[src/rtl/mydowncounter_if.sv]
// Control/status bundle for the loadable down-counting timer.
// The master drives the controls; the slave is the counter.
interface mydowncounter_if #(
  parameter int unsigned WIDTH = 4
);
  logic             load;
  logic [WIDTH-1:0] din;
  logic             start;
  logic             pause;
  logic             stop;
  logic [WIDTH-1:0] out;
  logic             busy;
  logic             done;

  modport master (
    output load, din, start, pause, stop,
    input  out, busy, done
  );

  modport slave (
    input  load, din, start, pause, stop,
    output out, busy, done
  );
endinterface

[src/rtl/mydowncounter.sv]
// Loadable down-counting timer: pulses done for one cycle when the count reaches zero.
// Build option MYDOWNCOUNTER_AUTO_RELOAD_EN reloads the count and keeps running instead.
module mydowncounter #(
  parameter int unsigned WIDTH = 4
) (
  input logic           CLK,
  input logic           RSTN,
  mydowncounter_if.slave bus
);

  localparam int unsigned CW = WIDTH;

  typedef enum logic [1:0] {
    IDLE   = 2'd0,
    RUN    = 2'd1,
    PAUSED = 2'd2
  } state_t;

  state_t        state_q, state_d;
  logic [CW-1:0] out_q, out_d;
  logic [CW-1:0] reload_q, reload_d;
  logic          busy_q, busy_d;
  logic          done_q, done_d;

  // State and registered outputs
  always_ff @(posedge CLK) begin
    if (!RSTN) begin
      state_q  <= IDLE;
      out_q    <= '0;
      reload_q <= '0;
      busy_q   <= 1'b0;
      done_q   <= 1'b0;
    end else begin
      state_q  <= state_d;
      out_q    <= out_d;
      reload_q <= reload_d;
      busy_q   <= busy_d;
      done_q   <= done_d;
    end
  end

  // Next-state and next-output logic; priority load > stop > start > pause
  always_comb begin
    state_d  = state_q;
    out_d    = out_q;
    reload_d = reload_q;
    done_d   = 1'b0;

    if (bus.load) begin
      out_d    = bus.din;
      reload_d = bus.din;
      state_d  = IDLE;
    end else if (bus.stop) begin
      state_d  = IDLE;
    end else begin
      unique case (state_q)
        IDLE: begin
          if (bus.start && (out_q != '0)) begin
            state_d = RUN;
          end
        end
        RUN: begin
          if (bus.pause) begin
            state_d = PAUSED;
          end else if (out_q == '0) begin
            // Unreachable in normal use; fall back to idle rather than wrap
            state_d = IDLE;
          end else if (out_q == CW'(1)) begin
            done_d = 1'b1;
`ifdef MYDOWNCOUNTER_AUTO_RELOAD_EN
            out_d   = reload_q;
`else
            out_d   = '0;
            state_d = IDLE;
`endif
          end else begin
            out_d = out_q - CW'(1);
          end
        end
        PAUSED: begin
          // Resuming edge does not decrement
          if (!bus.pause) begin
            state_d = RUN;
          end
        end
        default: state_d = IDLE;
      endcase
    end

    busy_d = (state_d != IDLE);
  end

  assign bus.out  = out_q;
  assign bus.busy = busy_q;
  assign bus.done = done_q;

endmodule

[src/flat_wrapper.sv]
// flat-port wrapper written by rule: the top's interface ports become plain ports
module mydowncounter_flat 
#(
  parameter int unsigned WIDTH = 4
)
  (CLK, RSTN, bus_load, bus_din, bus_start, bus_pause, bus_stop, bus_out, bus_busy, bus_done);
  mydowncounter_if #(.WIDTH(WIDTH)) bus_i ();
  input logic CLK;
  input logic RSTN;
  input wire logic [$bits(bus_i.load)-1:0] bus_load;
  input wire logic [$bits(bus_i.din)-1:0] bus_din;
  input wire logic [$bits(bus_i.start)-1:0] bus_start;
  input wire logic [$bits(bus_i.pause)-1:0] bus_pause;
  input wire logic [$bits(bus_i.stop)-1:0] bus_stop;
  output wire logic [$bits(bus_i.out)-1:0] bus_out;
  output wire logic [$bits(bus_i.busy)-1:0] bus_busy;
  output wire logic [$bits(bus_i.done)-1:0] bus_done;
  assign bus_i.load = bus_load;
  assign bus_i.din = bus_din;
  assign bus_i.start = bus_start;
  assign bus_i.pause = bus_pause;
  assign bus_i.stop = bus_stop;
  assign bus_out = bus_i.out;
  assign bus_busy = bus_i.busy;
  assign bus_done = bus_i.done;
  mydowncounter #(.WIDTH(WIDTH)) u_core (.CLK(CLK), .RSTN(RSTN), .bus(bus_i));
endmodule
[config.mk]
export PLATFORM = sky130hd
export DESIGN_NAME = mydowncounter_flat
export DESIGN_NICKNAME = d
export VERILOG_FILES = /design/src/rtl/mydowncounter_if.sv /design/src/rtl/mydowncounter.sv /design/src/flat_wrapper.sv
export SDC_FILE = /design/constraint.sdc
export NUM_CORES = 1
export LEC_CHECK = 0
export ABC_AREA = 1
export CORE_AREA = 2 2 39 41
export CTS_CLUSTER_DIAMETER = 150
export DETAILED_ROUTE_END_ITERATION = 16
export DIE_AREA = 0 0 41 43
export GPL_TIMING_DRIVEN = 1
export PLACE_DENSITY_LB_ADDON = 0.25
export SLEW_MARGIN = 20
export SYNTH_ARGS = -nofsm -noshare
export SYNTH_HDL_FRONTEND = slang
export SYNTH_SLANG_ARGS = --single-unit
[constraint.sdc]
create_clock -name CLK -period 1.9 [get_ports CLK]
set_clock_uncertainty 0.2 [all_clocks]
set_input_delay 0.19 -clock CLK [delete_from_list [all_inputs] [get_ports CLK]]
set_output_delay 0.19 -clock CLK [all_outputs]
set_load 0.005 [all_outputs]
==> results.yml, run 1 <==
yosys:
  synthArstFlopShare: 0
  netlist_area_um2: 531.8
  ys_seq_area_frac: 0.3012
  yosys.area_share.simple: 0.3976
  synth_cell_types: 22
  synth_nets: 91
  synth.avg_cell_area_um2: 6.817
  yosys.area_share.adder: 0.07059
  synthCells: 78
  synth_edf_count: 0
  synth_compound_area_frac: 0.1106
  ys_seq_elements: 8
  synth_top_area_cell: "dfxtp_1"
  yosys-top-cells-area: "dfxtp_1 30%, nand2_1 20%, ha_1 7.1%"
  synth_warnings: 0
  synth_mux_area_frac: 0
  synth_xor_area_frac: 0.01647
  synth_top_area_frac: 0.3012
  synth_top_family_by_area: "simple AND/OR/NAND/NOR gates"
  ys.flop_type: "dfxtp_1"
critical_path:
  required_ns: 1.51
  startpoint_type: "flop"
  r2r_cells: 8
  crit_type: "flop to primary output"
  path_cells: "clkdlybuf4s50_1"
  path_depth: 1
  crit_path_top_delay_cell: "clkdlybuf4s50_1"
  critPathBufInv: 1
  arrival_ns: 1.27
  path_max_fanout: 5
  startpoint: "u_core.bus.out[2]$_SDFFE_PN0P_"
  endpoint_kind: "primary output"
  timing.rr.start: "u_core.bus.out[0]$_SDFFE_PN0P_"
  path_delay_family: "buffers and inverters"
  crit_path_max_incr_delay_ns: 0.55
placement:
  portBuffers: 15
  dp_hpwl_um: 938.5
  dp_slack_ns: 0.2572
  gp_congestion: 0.7544
  place_inst: 109
timing:
  max_clock_freq_ghz: 0.6038
  setup_tns_ns: 0
  rsz0062_at_grt: "false"
  max-slew-margin-rel: 0.8087
  report.final.slew_viol_count: 0
  fin_crit_sh: 0.8717
  whs_ns: 0.3132
  finalHoldViolCount: 0
  period_needed_ns: 1.656
  layout_setup_ws_ns: 0.2439
  tightest_slew_ns: 0.2844
  setup_viol: 0
cts:
  cts_tree: "done"
  post_cts_buffers: 0
  ctsHoldBuffers: 0
  cts_root_buf: "clkbuf_4"
  clk_path_buf_depth: 2
  clk_latency_ns: 0.25
  cts_made_buffers: 3
  cts.repair.resized: 0
  clkTransAtPathRegs_ns: 0.05
  cts.sinks: 8
  htreeDepth: 1
drt:
  vias: 513
  avgRoutedWirePerCell_um: 9.750
  first_pass_iters: 2
  postRouteAntennaNets: 0
  vias_per_cell: 4.580
  wl_mm: 1.092
  dr.first_iter.drc_count: 3
  route.detailed.drc: 0
job:
  cap_violations: 0
worst_hold_path:
  hold_depth: 2
  hold_class: "flop to flop"
  worstHoldStart: "u_core.bus.out[0]$_SDFFE_PN0P_"
global_route:
  track_usage: 0.1532
  grt_pass1_wl_mm: 1.814
  grt_overflow_total: 0
  grt_max_degree: 8
  grt_pass1_vias: 497
  antenna_found_initial: 0
floorplan:
  initial_core_util: 0.3843
  die-area_um2: 1763
  rows: 14
  pin_count: 16
  die_y_um: 43
  core_um2: 1384
  die_w_um: 41
pwr:
  pwr_density_cell_nw_per_um2: 625.6
  p_leak_nw: 0.3388
  vdd_drop_max_v: 0.0004996
layout:
  fill_cells: 153
  antennaDiodeCount: 0
  syn_to_final_growth_pct: 35.53
  multiInputGateArea_um2: 316.6
  seq_area_um2: 160.2
  stdcell_count: 112
  nets: 111
  drive_above_1_share: 0.1458
status:
  status: "complete, no violations"
## cell usage after synthesis, types with 2 or more instances
cell and instances:
inv_2 2, inv_1 7, o21ai_1 2, dfxtp_1 8
a21oi_1 3, nand2_1 28, nor2_1 8, nand3_1 4
ha_1 3
## layer usage
layer / global-route usage / vias up / wire length (um) / part of all wire
met2: 0.2688 / 13 / 592 / 0.54
met3: 0.07853 / 0 / 80 / 0.073
met4: 0.04000 / 0 / 0 / 0
met5: 0 / - / 0 / 0
li1: - / 281 / - / -
met1: 0.1466 / 219 / 420 / 0.38
## stage by stage
stage | power (mW) | utilization | cell area, um^2
floorplan | 0.2780 | - | 531.8
global placement | 0.3291 | 0.5045 | 698.2
detailed placement | 0.3318 | 0.5045 | 698.2
CTS | 0.4595 | 0.5208 | 720.7
global route | 0.4821 | 0.5208 | 720.7
finish | 0.4508 | 0.5208 | 720.7
## where the power goes
group          total, mW  switching, mW  internal [mW]
clock              0.124         0.0523         0.0719
combinational      0.138         0.0697         0.0678
sequential         0.189         0.0119          0.177
## tightest hold or removal path, delay by kind of cell, from the launching register on
family / cells / cell delay [ns]
AND/OR/NAND/NOR: 1 / 0.07
flip-flops: 1 / 0.34
AO/OA/AOI/OAI: 1 / 0.05
## cell families (layout without fill, tap and decap cells)
| kind of cell | after synthesis | count (layout) |
|---|---|---|
| AND/OR/NAND/NOR | 46 | 46 |
| buffers and inverters | 12 | 30 |
| AO/OA/AOI/OAI | 8 | 8 |
| adder cells (fa/ha/maj) | 3 | 3 |
| flip-flops | 8 | 8 |
| XOR/XNOR | 1 | 1 |
## final cells by class
type	count	area share
multi-input combinational	58	0.4392
sequential	8	0.2222
timing repair buffer	16	0.2187
inverter	11	0.06076
clock buffer	3	0.03125
tap	16	0.02778
## final timing paths
kind                                          to  slack [ns]
setup reg to reg  u_core.bus.out[3]$_SDFFE_PN0P_        0.41
setup / recovery                      bus_out[2]        0.24
hold reg to reg   u_core.bus.out[0]$_SDFFE_PN0P_        0.31
hold / removal    u_core.bus.out[0]$_SDFFE_PN0P_        0.31
## placed cells by master, fill, tap and decap left out, types with 2 or more instances in the layout
master / synthesis / layout
o21ai_1: 2 / 2
nor2_1: 8 / 8
dfxtp_1: 8 / 8
clkdlybuf4s50_1: 0 / 15
ha_1: 3 / 3
inv_2: 2 / 2
inv_1: 7 / 7
clkbuf_4: 0 / 3
nand3_1: 4 / 4
a21oi_1: 3 / 3
nand2_1: 28 / 28
## flip-flops by register name (all words and copies together), names as in the netlist
register / count
u_core.bus.out: 4
u_core.state_q: 2
u_core.bus.done: 1
u_core.bus.busy: 1
Power figures use the tool's default switching activity.
==> run 2: changes to the inputs <==
Clock period 1.9 ns to 1.7 ns, I/O delays scaled along.
==> results of run 2 <==
Same layout as run 1 (identical final DEF). Status: complete, no violations.
Among the figures that moved: setup slack after placement 0.2572 ns -> 0.07721 ns; setup slack after layout 0.2439 ns -> 0.06386 ns; register-to-register setup slack 0.41 ns -> 0.21 ns; total power 0.4508 mW -> 0.5039 mW; worst IR drop on VDD 0.0004996 V -> 0.0005584 V
==> run 3: changes to the inputs <==
Settings changed: ABC_CLOCK_PERIOD_IN_PS set to 1700, PLACE_DENSITY set to 0.71, PLACE_DENSITY_LB_ADDON 0.25 to unset.
==> run 3 against run 2 <==
Effect of this change:
- total power rose by 1.7%
- final area rose by 1.2%
- clock-buffer cell count did not move
- first-iteration DRC count rose to 4.0 times the previous value
- setup slack improved by 0.0038 ns
- via count rose by 3.5%
- utilization rose by 0.63 points
- combinational power rose by 3%
- critical endpoint unchanged
- largest cell class unchanged
- largest power group unchanged
- highest routed layer unchanged
==> results.yml, run 3 (synthesis gave the netlist of run 1 again) <==
critical_path:
  startpoint_type: "flop"
  required_ns: 1.33
  arrival_ns: 1.26
  path_max_fanout: 5
  path_delay_family: "buffers and inverters"
  endpoint_kind: "primary output"
  critPathBufInv: 1
  crit_path_top_delay_cell: "clkdlybuf4s50_1"
  crit_path_max_incr_delay_ns: 0.55
  path_cells: "clkdlybuf4s50_1"
  crit_type: "flop to primary output"
cts:
  htreeDepth: 1
  clk_path_buf_depth: 2
  clkTransAtPathRegs_ns: 0.06
  cts_made_buffers: 3
  cts.sinks: 8
  post_cts_buffers: 0
  clk_latency_ns: 0.26
  cts_root_buf: "clkbuf_4"
  cts_tree: "done"
  ctsHoldBuffers: 0
pwr:
  pwr_density_cell_nw_per_um2: 702.8
  vdd_drop_max_v: 0.0004911
  p_leak_nw: 0.3445
drt:
  avgRoutedWirePerCell_um: 9.442
  vias_per_cell: 4.699
  route.detailed.drc: 0
  vias: 531
  dr.first_iter.drc_count: 12
  wl_mm: 1.067
  first_pass_iters: 4
  postRouteAntennaNets: 0
timing:
  period_needed_ns: 1.632
  report.final.slew_viol_count: 0
  finalHoldViolCount: 0
  max-slew-margin-rel: 0.8166
  setup_tns_ns: 0
  max_clock_freq_ghz: 0.6126
  setup_viol: 0
  rsz0062_at_grt: "false"
  fin_crit_sh: 0.9602
  tightest_slew_ns: 0.2726
placement:
  portBuffers: 15
  dp_hpwl_um: 882.4
  gp_congestion: 0.7738
  placed_area_um2: 705.7
global_route:
  grt_max_degree: 9
  grt_pass1_vias: 490
  globalRouteMet2Util: 0.2594
  use_met1: 0.1780
  grt_overflow_total: 0
  antenna_found_initial: 0
  grt-busiest-layer: "met2"
  use_met3: 0.09424
  grt_pass1_wl_mm: 1.911
  track_usage: 0.1600
status:
  status: "complete, no violations"
floorplan:
  rows: 14
  pin_count: 16
  core_um2: 1384
  die-area_um2: 1763
  initial_core_util: 0.3843
  die_y_um: 43
  die_w_um: 41
job:
  cap_violations: 0
layout:
  syn_to_final_growth_pct: 37.18
  final_cell_mix: "28 x nand2_1, 15 x clkdlybuf4s50_1, 8 x nor2_1"
  largest_register_ffs: 4
  layout_commonest_cell: "nand2_1"
  nets: 112
  drive_above_1_share: 0.1649
  antennaDiodeCount: 0
  finish.instance_area_um2: 729.5
worst_hold_path:
  hold_class: "input port to flop"
==> run 3: power breakdown <==
part | total (mW) | internal [mW] | switching (mW)
combinational | 0.158 | 0.0784 | 0.0798
clock | 0.144 | 0.0807 | 0.0634
sequential | 0.210 | 0.198 | 0.0118
total | 0.513 | 0.358 | 0.155
==> run 3: worst reg2reg max path, delay by kind of cell, from the launching register on <==
kind | cells | cell delay (ns)
adders and majority gates | 1 | 0.25
and+or+nand+nor | 6 | 0.44
DFF | 1 | 0.33
buffers and inverters | 1 | 0.10
==> run 3: final timing paths <==
path	start	end	slack, ns	depth (start not counted)
worst min-delay path	RSTN	u_core.bus.out[1]$_SDFFE_PN0P_	0.30	3
worst min register to register	u_core.bus.out[1]$_SDFFE_PN0P_	u_core.bus.out[1]$_SDFFE_PN0P_	0.36	2
worst max-delay path	u_core.bus.out[2]$_SDFFE_PN0P_	bus_out[2]	0.07	1
worst max register to register	u_core.bus.out[0]$_SDFFE_PN0P_	u_core.bus.out[3]$_SDFFE_PN0P_	0.29	8
==> run 3: through the flow <==
step	power [mW]	hold WS [ns]	setup WS, ns	utilization	cells
floorplan	0.3107	0.1118	0.2970	-	78
global placement	0.3696	0.3527	0.1851	0.5099	110
detailed placement	0.3724	0.3669	0.1714	0.5099	110
CTS	0.5194	0.2990	0.05211	0.5262	113
global route	0.5534	0.3206	0.01955	0.5271	113
finish	0.5126	0.3037	0.06765	0.5271	113
==> run 3: area by class of cell <==
type                    instances  area (um^2)
inverters                      11        43.79
clock buffers                   3        22.52
repair buffers                 17        165.2
flip-flops and latches          8        161.4
well taps                      16        20.02
multi-input cells              58        316.6
fillers                       137        654.4
==> run 3: per-layer routing <==
metal / routed length [um] / part of all wire
met1: 430 / 0.40
met2: 565 / 0.53
met3: 71 / 0.067
met4: 0 / 0
met5: 0 / 0
==> run 3: timing repair <==
action                                 4_1_cts  5_1_grt
setup endpoints to repair                    0        1
resized for setup                            0        1
endpoints found under the hold margin        0        0
